--- src/rtl/uart_rxd_frame_ctrl.sv ---
// Receive framing controller: finds the {MODE,~MODE} header, packs IMAGE_SIZE
// little-endian 16-bit words into the write FIFO, then checks the {~MODE,MODE} trailer.
module uart_rxd_frame_ctrl #(
  parameter int unsigned IMAGE_SIZE     = 16,
  parameter logic [7:0]  UART_SEND_MODE = 8'h01,
  parameter int unsigned TIMEOUT_CYC    = 500000
) (
  input  logic        SYS_CLK,
  input  logic        RST_N,
  input  logic [7:0]  rx_data,
  input  logic        rx_valid,
  input  logic        wr_fifo_full,
  output logic        wr_req,
  output logic [15:0] wr_data,
  output logic        in_frame,
  output logic        frame_done,
  output logic        frame_err
);

  localparam logic [7:0]  MODE_B    = UART_SEND_MODE;
  localparam logic [7:0]  MODE_N    = ~UART_SEND_MODE;
  localparam logic [17:0] WORD_LAST = 18'(IMAGE_SIZE);
  localparam logic [23:0] GAP_LAST  = 24'(TIMEOUT_CYC - 1);

  typedef enum logic [2:0] {
    S_H0, S_H1, S_LOW, S_HIGH, S_T0, S_T1
  } state_t;

  state_t      state_q, state_d;
  logic [17:0] word_cnt_q, word_cnt_d;
  logic [23:0] gap_q, gap_d;
  logic        drop_q, drop_d;
  logic [7:0]  low_q, low_d;
  logic        wr_req_q, wr_req_d;
  logic [15:0] wr_data_q, wr_data_d;
  logic        in_frame_q, in_frame_d;
  logic        frame_done_q, frame_done_d;
  logic        frame_err_q, frame_err_d;

  logic        timed;
  logic [17:0] word_cnt_inc;

  always_comb begin
    state_d      = state_q;
    word_cnt_d   = word_cnt_q;
    gap_d        = gap_q;
    drop_d       = drop_q;
    low_d        = low_q;
    wr_req_d     = 1'b0;
    wr_data_d    = wr_data_q;
    in_frame_d   = in_frame_q;
    frame_done_d = 1'b0;
    frame_err_d  = 1'b0;
    word_cnt_inc = word_cnt_q + 18'd1;
    timed        = (state_q == S_LOW) || (state_q == S_HIGH) ||
                   (state_q == S_T0)  || (state_q == S_T1);

    // The gap counter only runs while a frame is open and restarts on every byte.
    if (!timed || rx_valid) gap_d = '0;
    else                    gap_d = gap_q + 24'd1;

    if (timed && !rx_valid && (gap_q == GAP_LAST)) begin
      frame_err_d = 1'b1;
      in_frame_d  = 1'b0;
      state_d     = S_H0;
      gap_d       = '0;
    end else if (rx_valid) begin
      case (state_q)
        S_H0: begin
          if (rx_data == MODE_B) state_d = S_H1;
        end
        S_H1: begin
          if (rx_data == MODE_N) begin
            state_d    = S_LOW;
            word_cnt_d = '0;
            drop_d     = 1'b0;
            in_frame_d = 1'b1;
          end else if (rx_data != MODE_B) begin
            state_d = S_H0;
          end
        end
        S_LOW: begin
          low_d   = rx_data;
          state_d = S_HIGH;
        end
        S_HIGH: begin
          // A word that meets a full FIFO is lost but still counted, so the
          // trailer position stays where the sender put it.
          if (!wr_fifo_full) begin
            wr_req_d  = 1'b1;
            wr_data_d = {rx_data, low_q};
          end else begin
            drop_d = 1'b1;
          end
          word_cnt_d = word_cnt_inc;
          state_d    = (word_cnt_inc == WORD_LAST) ? S_T0 : S_LOW;
        end
        S_T0: begin
          if (rx_data == MODE_N) begin
            state_d = S_T1;
          end else begin
            frame_err_d = 1'b1;
            in_frame_d  = 1'b0;
            state_d     = S_H0;
          end
        end
        S_T1: begin
          if ((rx_data == MODE_B) && !drop_q) frame_done_d = 1'b1;
          else                                frame_err_d  = 1'b1;
          in_frame_d = 1'b0;
          state_d    = S_H0;
        end
        default: state_d = S_H0;
      endcase
    end
  end

  always_ff @(posedge SYS_CLK or negedge RST_N) begin
    if (!RST_N) begin
      state_q      <= S_H0;
      word_cnt_q   <= '0;
      gap_q        <= '0;
      drop_q       <= 1'b0;
      low_q        <= '0;
      wr_req_q     <= 1'b0;
      wr_data_q    <= '0;
      in_frame_q   <= 1'b0;
      frame_done_q <= 1'b0;
      frame_err_q  <= 1'b0;
    end else begin
      state_q      <= state_d;
      word_cnt_q   <= word_cnt_d;
      gap_q        <= gap_d;
      drop_q       <= drop_d;
      low_q        <= low_d;
      wr_req_q     <= wr_req_d;
      wr_data_q    <= wr_data_d;
      in_frame_q   <= in_frame_d;
      frame_done_q <= frame_done_d;
      frame_err_q  <= frame_err_d;
    end
  end

  assign wr_req     = wr_req_q;
  assign wr_data    = wr_data_q;
  assign in_frame   = in_frame_q;
  assign frame_done = frame_done_q;
  assign frame_err  = frame_err_q;

endmodule
--- config.mk ---
export PLATFORM = sky130hd
export DESIGN_NAME = uart_rxd_frame_ctrl
export DESIGN_NICKNAME = d
export VERILOG_FILES = /design/src/rtl/uart_rxd_frame_ctrl.sv
export SDC_FILE = /design/constraint.sdc
export NUM_CORES = 1
export LEC_CHECK = 0
export BUFFER_PORTS_ARGS = -buffer_cell sky130_fd_sc_hd__buf_2
export CAP_MARGIN = 20
export CORE_MARGIN = 2
export CORE_UTILIZATION = 39
export CTS_BUF_LIST = sky130_fd_sc_hd__clkbuf_16
export CTS_CLUSTER_DIAMETER = 30
export DETAILED_ROUTE_END_ITERATION = 12
export PLACE_DENSITY_LB_ADDON = 0.08
export SLEW_MARGIN = 5
export SYNTH_ARGS = -nofsm -noshare
export SYNTH_HDL_FRONTEND = slang
export SYNTH_SLANG_ARGS = --single-unit
--- constraint.sdc ---
create_clock -name SYS_CLK -period 2.85 [get_ports SYS_CLK]
set_clock_uncertainty 0.1 [all_clocks]
set_input_delay 0.57 -clock SYS_CLK [delete_from_list [all_inputs] [get_ports SYS_CLK]]
set_output_delay 0.57 -clock SYS_CLK [all_outputs]
set_load 0.01 [all_outputs]
==> impl_summary.log, run 1 <==
[metrics] synthesized area: 3757 um2
[metrics] average size of a mapped cell: 10.18 um2
[metrics] Boundary Pins: 32
[metrics] Reg clk slew, reported paths: 60 ps
[metrics] crit path max fanout: 7
[metrics] overall die height: 102.2 um
[metrics] Post-Layout Inst Area: 4388 um2
[metrics] fraction of met2 tracks used by global routing: 0.2505
[metrics] synthesized flop and latch total: 74
[metrics] Initial Utilization: 0.4047
[metrics] critical path class: reg2reg
[metrics] transition time at the pin with the least slew margin: 596.9 ps
[metrics] r2r endpoint: state_q[2]$_DFFE_PN0P_
[metrics] placer's final routability congestion estimate: 0.7962
[metrics] overall via count from detail_route: 2861
[metrics] number of flops mapped to enable cells by yosys: 0
[metrics] power density over cell area: 507.4 nW/um2
[metrics] placed wire-length estimate: 5.490 mm
[metrics] number of remaining DRC errors: 0
[metrics] Crit. End Element: register
[metrics] min-delay worst type: in2async
[metrics] DRT Wirelength: 8.092 mm
[metrics] root buffer cell: sky130_fd_sc_hd__clkbuf_16
[metrics] clock latency reported for the late side of the worst-skew pair: 330 ps
[metrics] number of antenna violations at the first check in global routing: 0
[metrics] Final Hold Vio Count: 0
[metrics] final worst path period share: 0.8135
[metrics] time the final worst path needs with I/O delays and setup: 2319 ps
[metrics] iteration-0 DRC count of the detailed router: 149
[metrics] nets@finish: 424
[metrics] clock buffers created by TritonCTS: 9
[metrics] worst-case vdd ir drop: 294.7 uV
[metrics] clock tree from TritonCTS: yes
[metrics] final number of max-transition violations: 0
[metrics] post-place instance area: 4088 um2
[metrics] post-synthesis instance total: 369
[metrics] quantity of I/O buffers inserted on ports: 31
[metrics] CP delay by family, top: simple AND/OR/NAND/NOR gates
[metrics] core region area: 9284 um2
[metrics] outcome: finished, final reports clean
[metrics] cell breakdown of the critical path: nand2_1 -> nor4_1 -> mux2i_1 -> o2111ai_1 -> nor4_1 -> o21a_1
[metrics] wire per inst: 14.93 um
[metrics] drt pass-1 iters: 4
[metrics] Sink Count: 74
[metrics] cell depth of the worst setup path: 6
[metrics] count of warnings emitted by yosys: 0
[metrics] maximum root-to-sink buffer count: 2
[metrics] number of cells upsized or downsized after cts: 0
[metrics] number of setup violations in the final report: 0
[metrics] aggregate global-route resource usage: 0.1706
[metrics] data arrival time of the critical path: 2490 ps
[metrics] global-route wire length before repair: 13.94 mm
[metrics] Post-Synthesis Net Count: 384
[metrics] beginning of the worst register-to-register path: word_cnt_q[0]$_DFFE_PN0P_
[metrics] last element of the critical path: state_q[2]$_DFFE_PN0P_
[metrics] async set-or-reset flop fraction in the synthesized netlist: 1.000
[metrics] worst-case register-to-register setup slack: 530 ps
[metrics] number of distinct library cell variants in the gate-level netlist after synthesis: 54
[metrics] count of nets left with antenna violations after detail routing: 0
[metrics] total of max-cap violations: 0
[metrics] hold-fix buffers at CTS: 0
[metrics] share of final-layout standard cells stronger than drive strength 1: 0.2324
[metrics] accumulated negative setup slack: 0 ps
[metrics] Largest stage delay, worst path: 460 ps
[metrics] Slew Limit Headroom: 0.5994
[metrics] depth of the worst register-to-register path: 6
[metrics] register area share after synthesis: 0.4928
[metrics] met1 GRT Util: 0.2480
[metrics] Top cell by count, worst path: sky130_fd_sc_hd__nor4_1
[metrics] Global Route met3 Usage: 0.03967
[metrics] die span in x: 102.2 um
[metrics] most used routing layer: met2
[metrics] number of diodes: 0
[metrics] via count of the first global-routing pass: 2695
[metrics] crit start category: register
[metrics] leakage dissipation: 1.922 nW
[metrics] total die area: 10440 um2
[metrics] slowest library cell on the worst path: sky130_fd_sc_hd__dfrtp_1
[metrics] num rows: 35
[metrics] pin count of the biggest net entering global routing: 42
[metrics] Crit path required time: 3020 ps
[metrics] maximum operating frequency: 431.3 MHz
[metrics] Post-CTS Setup Inserts: 0
[metrics] start point of the critical path: word_cnt_q[0]$_DFFE_PN0P_
[metrics] area delta synth->final: 16.78%
[metrics] Main synth FF type: sky130_fd_sc_hd__dfrtp_1
[metrics] maximum level of the CTS H-tree: 3
[metrics] Critical path buffers and inverters: 0
[metrics] via/cell ratio: 5.279
[metrics] setup repair after global routing missed its margin: no
[metrics] grt ovf: 0
[cells in the final DEF (no fill, tap or decap), types with 9 or more instances in the layout]
cell	synthesis	final
sky130_fd_sc_hd__nand3_1	14	14
sky130_fd_sc_hd__xnor2_1	15	15
sky130_fd_sc_hd__clkbuf_16	0	9
sky130_fd_sc_hd__nand2_1	34	34
sky130_fd_sc_hd__dfrtp_1	74	74
sky130_fd_sc_hd__mux2_2	24	24
sky130_fd_sc_hd__a21oi_1	9	9
sky130_fd_sc_hd__and3_1	9	9
sky130_fd_sc_hd__o21ai_0	26	26
sky130_fd_sc_hd__nor2_1	43	43
sky130_fd_sc_hd__buf_2	6	30
sky130_fd_sc_hd__nand4_1	17	17
sky130_fd_sc_hd__buf_4	2	12
sky130_fd_sc_hd__xor2_1	15	15
[metrics by stage]
| stage | worst slack [ps] | hold WS, ps | power (W) | cells | util |
|---|---|---|---|---|---|
| 2_1_floorplan | 518.9 | 174.4 | 0.001083 | 369 | - |
| 5_1_grt | 332.1 | 149.6 | 0.002312 | 542 | 0.4726 |
| 3_5_place_dp | 456.3 | 389.4 | 0.001123 | 526 | 0.4403 |
| 3_3_place_gp | 465.1 | 381.9 | 0.001123 | 526 | 0.4403 |
| 4_1_cts | 533.0 | 121.3 | 0.002261 | 541 | 0.4718 |
| 6_report | 531.5 | 104.1 | 0.002226 | 542 | 0.4726 |
[worst min path at each step]
stage	slack [ps]	to	from	cells after the start
floorplan	170	drop_q$_DFFE_PN0P_	RST_N	0
global placement	380	gap_q[0]$_DFF_PN0_	gap_q[0]$_DFF_PN0_	1
detailed placement	390	gap_q[0]$_DFF_PN0_	gap_q[0]$_DFF_PN0_	1
CTS	120	word_cnt_q[1]$_DFFE_PN0P_	RST_N	1
global route	150	state_q[2]$_DFFE_PN0P_	RST_N	1
finish	100	state_q[2]$_DFFE_PN0P_	RST_N	1
[cells in the mapped netlist (2+ instances only)]
library cell               number  area share
sky130_fd_sc_hd__dfrtp_1       74        0.49
sky130_fd_sc_hd__nor2_1        43       0.043
sky130_fd_sc_hd__nand2_1       34       0.034
sky130_fd_sc_hd__o21ai_0       26       0.035
sky130_fd_sc_hd__mux2_2        24       0.072
sky130_fd_sc_hd__nand4_1       17       0.028
sky130_fd_sc_hd__xnor2_1       15       0.035
sky130_fd_sc_hd__xor2_1        15       0.035
sky130_fd_sc_hd__nand3_1       14       0.019
sky130_fd_sc_hd__a21oi_1        9       0.012
sky130_fd_sc_hd__and3_1         9       0.015
sky130_fd_sc_hd__nor3_1         7      0.0093
sky130_fd_sc_hd__nor4_1         7       0.012
sky130_fd_sc_hd__buf_2          6      0.0080
sky130_fd_sc_hd__o31ai_1        6       0.012
sky130_fd_sc_hd__mux2i_1        4       0.011
sky130_fd_sc_hd__nor4b_1        4      0.0093
sky130_fd_sc_hd__a31oi_1        3      0.0050
sky130_fd_sc_hd__and4_1         3      0.0070
sky130_fd_sc_hd__clkbuf_1       3      0.0030
sky130_fd_sc_hd__ha_1           3       0.010
sky130_fd_sc_hd__o211ai_1       3      0.0060
sky130_fd_sc_hd__or2_2          3      0.0050
sky130_fd_sc_hd__a21o_1         2      0.0040
sky130_fd_sc_hd__buf_4          2      0.0040
sky130_fd_sc_hd__buf_6          2      0.0060
sky130_fd_sc_hd__nand2_2        2      0.0033
sky130_fd_sc_hd__nor2b_1        2      0.0033
sky130_fd_sc_hd__or3_1          2      0.0033
[per-layer routing]
layer | up-vias | share of wire
met1 | 1387 | 0.51
met2 | 49 | 0.44
li1 | 1417 | -
met4 | 0 | 0.011
met5 | - | 0
met3 | 8 | 0.035
[power by group]
| part | internal, W | switching (W) | total, W |
|---|---|---|---|
| clock network | 0.000676 | 0.000450 | 0.00113 |
| registers | 0.00105 | 0.00000162 | 0.00106 |
| logic | 0.0000132 | 0.0000327 | 0.0000460 |
[sequential cells by signal (all words and copies together), names as in the netlist]
register,flops
drop_q,1
frame_done,1
frame_err,1
gap_q,24
in_frame,1
low_q,8
state_q,3
word_cnt_q,18
wr_data,16
wr_req,1
[cell families after synthesis]
| family | count (synthesis) | synth area share |
|---|---|---|
| AOI/OAI and AO/OA | 57 | 0.09157 |
| muxes | 28 | 0.08258 |
| adders and majority gates | 3 | 0.009991 |
| buffers and inverters | 16 | 0.02430 |
| xor gates and xnor gates | 30 | 0.06993 |
| DFF | 74 | 0.4928 |
| and+or+nand+nor | 161 | 0.2288 |
[layout make-up]
type | instances | area (um2)
sequential | 74 | 1852
multi-input combinational | 279 | 1814
clock buffer | 9 | 225.2
inverter | 2 | 7.507
timing repair buffer | 43 | 260.3
tap | 129 | 161.4
clock inverter | 6 | 67.56
fill | 928 | 4896
Power figures use the tool's default switching activity.
==> run 2: changes to the inputs <==
--- a/config.mk
+++ b/config.mk
@@ -5,6 +5,7 @@
 export SDC_FILE = /design/constraint.sdc
 export NUM_CORES = 1
 export LEC_CHECK = 0
+export ABC_AREA = 1
 export BUFFER_PORTS_ARGS = -buffer_cell sky130_fd_sc_hd__buf_2
 export CAP_MARGIN = 20
 export CORE_MARGIN = 2
==> constraint.sdc (replaced) <==
create_clock -name SYS_CLK -period 2 [get_ports SYS_CLK]
set_clock_uncertainty 0.1 [all_clocks]
set_input_delay 0.4 -clock SYS_CLK [delete_from_list [all_inputs] [get_ports SYS_CLK]]
set_output_delay 0.4 -clock SYS_CLK [all_outputs]
set_load 0.01 [all_outputs]
==> run 2 against run 1 <==
Net effect:
- register-to-register slack worse by 450 ps
- sequential power grew 91%
- largest power group is now sequential cells
- highest routed layer unchanged
- maximum frequency increased by 21%
- non-clock buffer count is 24 higher
- routed wire length up 15%
- critical path type unchanged
- clock-buffer cell count did not move
==> impl_summary.log, run 2 <==
[metrics] outcome: finished, final reports clean
[metrics] Top cell by count, worst path: sky130_fd_sc_hd__nand2_1
[metrics] share of final-layout standard cells stronger than drive strength 1: 0.2334 (+0.0009446)
[metrics] area delta synth->final: 24.35%
[metrics] Boundary Pins: 32 (unchanged)
[metrics] iteration-0 DRC count of the detailed router: 141 (-5.4%)
[metrics] synthesized flop and latch total: 74 (unchanged)
[metrics] final number of max-transition violations: 0 (unchanged)
[metrics] Initial Utilization: 0.3961 (-0.008648)
[metrics] most area-consuming cells after synthesis: sky130_fd_sc_hd__dfrtp_1 (46%), sky130_fd_sc_hd__nand2_1 (13%), sky130_fd_sc_hd__inv_1 (5.3%)
[metrics] top-area cell type share of the netlist area: 0.4591 (-0.03378)
[metrics] maximum root-to-sink buffer count: 2 (unchanged)
[metrics] total die area: 11170 um2 (+7.1%)
[metrics] cell breakdown of the critical path: ha_2 -> nand2_4 -> nor2_4 -> nand2_2 -> nor3_4 -> nand4_4 -> buf_6 -> and2_4 -> nand2_1 -> nand2_1
[metrics] number of diodes: 0 (unchanged)
[metrics] core region area: 10180 um2 (+9.7%)
[metrics] final hold slack: 258.1 ps (+154.0 ps)
[metrics] Slew Limit Headroom: 0.6031 (+0.003664)
[metrics] transition time at the pin with the least slew margin: 589.9 ps (-6.932 ps)
[metrics] via count of the first global-routing pass: 3481 (+29%)
[metrics] synthesized area: 4034 um2 (+7.4%)
[metrics] worst-case vdd ir drop: 622.4 uV (+110%)
[metrics] drt pass-1 iters: 5 (+1)
[metrics] count of warnings emitted by yosys: 0 (unchanged)
[metrics] number of remaining DRC errors: 0 (unchanged)
[metrics] cell types with the highest counts after synthesis: sky130_fd_sc_hd__nand2_1 (145), sky130_fd_sc_hd__dfrtp_1 (74), sky130_fd_sc_hd__inv_1 (57)
[metrics] num rows: 37 (+5.7%)
[metrics] Internal Dissipation: 0.003305 W (+90%)
[metrics] crit path max fanout: 4 (-3)
[metrics] Critical path buffers and inverters: 1 (+1)
[metrics] via/cell ratio: 4.899 (-7.2%)
[metrics] Main synth FF type: sky130_fd_sc_hd__dfrtp_1
[metrics] Largest stage delay, worst path: 360 ps (-100 ps)
[metrics] Final Hold Vio Count: 0 (unchanged)
[metrics] most frequently used cell type in the post-synthesis netlist: sky130_fd_sc_hd__nand2_1
[metrics] overall die height: 105.7 um (+3.5%)
[metrics] clock network power share: 0.288 (-0.217)
[metrics] number of distinct library cell variants in the gate-level netlist after synthesis: 42 (-22%)
[metrics] final worst path period share: 0.9577 (+0.1441)
[metrics] maximum level of the CTS H-tree: 3 (unchanged)
[metrics] max FFs per register: 24 (unchanged)
[metrics] pin count of the biggest net entering global routing: 75 (+79%)
[metrics] DRT Wirelength: 9.323 mm (+15%)
[metrics] number of flops mapped to enable cells by yosys: 0 (unchanged)
[metrics] number of antenna violations at the first check in global routing: 0 (unchanged)
[metrics] register area share after synthesis: 0.4591 (-0.03378)
[metrics] aggregate global-route resource usage: 0.1817 (+0.01102)
[metrics] die span in x: 105.7 um (+3.5%)
[metrics] total of max-cap violations: 0 (unchanged)
[metrics] Sw Share: 0.3756 (+0.1583)
[metrics] Sink Count: 74 (unchanged)
[metrics] count of nets left with antenna violations after detail routing: 0 (unchanged)
[metrics] CP delay by family, top: simple AND/OR/NAND/NOR gates
[metrics] root buffer cell: sky130_fd_sc_hd__clkbuf_16
[metrics] average size of a mapped cell: 7.879 um2 (-23%)
[metrics] Post-Synthesis Net Count: 527 (+37%)
[metrics] post-synthesis instance total: 512 (+39%)
[metrics] Crit path required time: 2120 ps (-900 ps)
[metrics] data arrival time of the critical path: 2040 ps (-450 ps)
[metrics] clock buffers created by TritonCTS: 9 (unchanged)
[metrics] Crit. End Element: register
[metrics] most frequent cells in the layout: sky130_fd_sc_hd__nand2_1 (139), sky130_fd_sc_hd__dfrtp_1 (72), sky130_fd_sc_hd__inv_1 (60), sky130_fd_sc_hd__nor2_1 (46), sky130_fd_sc_hd__buf_4 (33)
[metrics] most common library cell in the layout ignoring fill and taps: sky130_fd_sc_hd__nand2_1
[metrics] leakage dissipation: 2.535 nW (+32%)
[metrics] share of total power in sequential cells: 0.381 (-0.093)
[metrics] critical path class: reg2reg
[metrics] maximum operating frequency: 522.1 MHz (+21%)
[metrics] overall via count from detail_route: 3542 (+24%)
[metrics] placed wire-length estimate: 6.850 mm (+25%)
[metrics] clock tree from TritonCTS: yes
[metrics] min-delay worst type: in2reg
[metrics] grt ovf: 0 (unchanged)
[metrics] accumulated negative setup slack: 0 ps (unchanged)
[metrics] P_sw: 0.001989 W (+310%)
[metrics] slowest library cell on the worst path: sky130_fd_sc_hd__dfrtp_1
[metrics] placer's final routability congestion estimate: 0.8479 (+6.5%)
[metrics] clock latency reported for the late side of the worst-skew pair: 330 ps (about the same)
[metrics] cell type contributing the most total cell area after synthesis: sky130_fd_sc_hd__dfrtp_1
[metrics] quantity of I/O buffers inserted on ports: 31 (unchanged)
[metrics] global-route wire length before repair: 16.25 mm (+17%)
[metrics] crit start category: register
[metrics] Largest Register: gap_q
[metrics] wire per inst: 12.89 um (-14%)
[metrics] async set-or-reset flop fraction in the synthesized netlist: 1.000 (unchanged)
[metrics] logic gate share of total power: 0.330 (+0.309)
[metrics] time the final worst path needs with I/O delays and setup: 1915 ps (-403.2 ps)
[metrics] Reg clk slew, reported paths: 60 ps (about the same)
[metrics] power density over cell area: 1055 nW/um2 (+110%)
[metrics] nets@finish: 597 (+41%)
[metrics] number of setup violations in the final report: 0 (unchanged)
[metrics] setup repair after global routing missed its margin: yes
run 2: changes by cell type after synthesis, sizes merged, moves of 5 or more:
cell   delta
o22ai     +7
nor2     +23
inv      +59
nor4      +6
nand3    +15
xor2     -12
mux2     -24
o31ai     -5
xnor2    -13
nor3      +7
o21ai     +6
nand2   +115
and3      -9
run 2: logic make-up (layout without fill, tap and decap cells):
family,Yosys count,in the layout,share of synthesized area
and+or+nand+nor,300,300,0.3666
DFF,74,74,0.4591
buffers and inverters,69,144,0.06886
AOI/OAI and AO/OA,61,61,0.08530
xor gates and xnor gates,5,5,0.01086
adders and majority gates,3,3,0.009306
run 2: power groups by stage:
stage                     logic [W]  registers (W)  clock network (W)
after floorplan             0.00118        0.00200                  0
after global placement      0.00161        0.00204                  0
after detailed placement    0.00163        0.00204                  0
after CTS                   0.00164        0.00201            0.00158
after global routing        0.00201        0.00206            0.00164
final                       0.00175        0.00202            0.00153
run 2: worst min-delay path, stage by stage:
cell and delay (ps):
sky130_fd_sc_hd__buf_2 110, sky130_fd_sc_hd__inv_2 80, sky130_fd_sc_hd__nor4_1 60
run 2: repair_timing:
item / 4_1_cts / 5_1_grt
gates resized for setup: 0 / 34
buffers inserted: 0 / 7
setup endpoints to repair: 0 / 14
endpoints found under the hold margin: 12 / 0
hold buffers: 1 / 0
run 2: worst paths after layout:
path                                   startpoint                      to  slack, ps  cells past startpoint
setup reg to reg               gap_q[1]$_DFF_PN0_  state_q[0]$_DFFE_PN0P_         80                     10
min in group asynchronous                   RST_N  wr_data[7]$_DFFE_PN0P_        520                      3
max in group asynchronous                   RST_N      gap_q[4]$_DFF_PN0_        930                      3
setup / recovery               gap_q[1]$_DFF_PN0_  state_q[0]$_DFFE_PN0P_         80                     10
hold reg to reg            wr_data[5]$_DFFE_PN0P_  wr_data[5]$_DFFE_PN0P_        360                      2
hold / removal                           rx_valid    frame_done$_DFF_PN0_        260                      3
run 2: area by class of cell:
cell class              instances  area, um2
multi-input cells             369       2024
clock inverters                 7      53.80
well taps                     136      170.2
repair buffers                 67      459.2
flip-flops and latches         74       1854
fillers                      1006       5169
inverters                      61      229.0
clock buffers                   9      225.2
run 2: stage by stage:
step	util	cells	power [W]	worst slack [ps]	area [um2]
2_1_floorplan	-	512	0.003178	65.72	4034
3_3_place_gp	0.4466	699	0.003650	86.08	4548
3_5_place_dp	0.4466	699	0.003666	82.64	4548
4_1_cts	0.4749	716	0.005229	80.37	4837
5_1_grt	0.4925	723	0.005712	-29.37	5016
6_report	0.4925	723	0.005294	84.69	5016
run 2: per-layer routing:
metal,vias up,GRT usage,share of wire
li1,1826,-,-
met1,1632,0.2523,0.50
met2,70,0.2797,0.45
met3,14,0.02907,0.036
met4,0,0.08083,0.016
met5,-,0,0
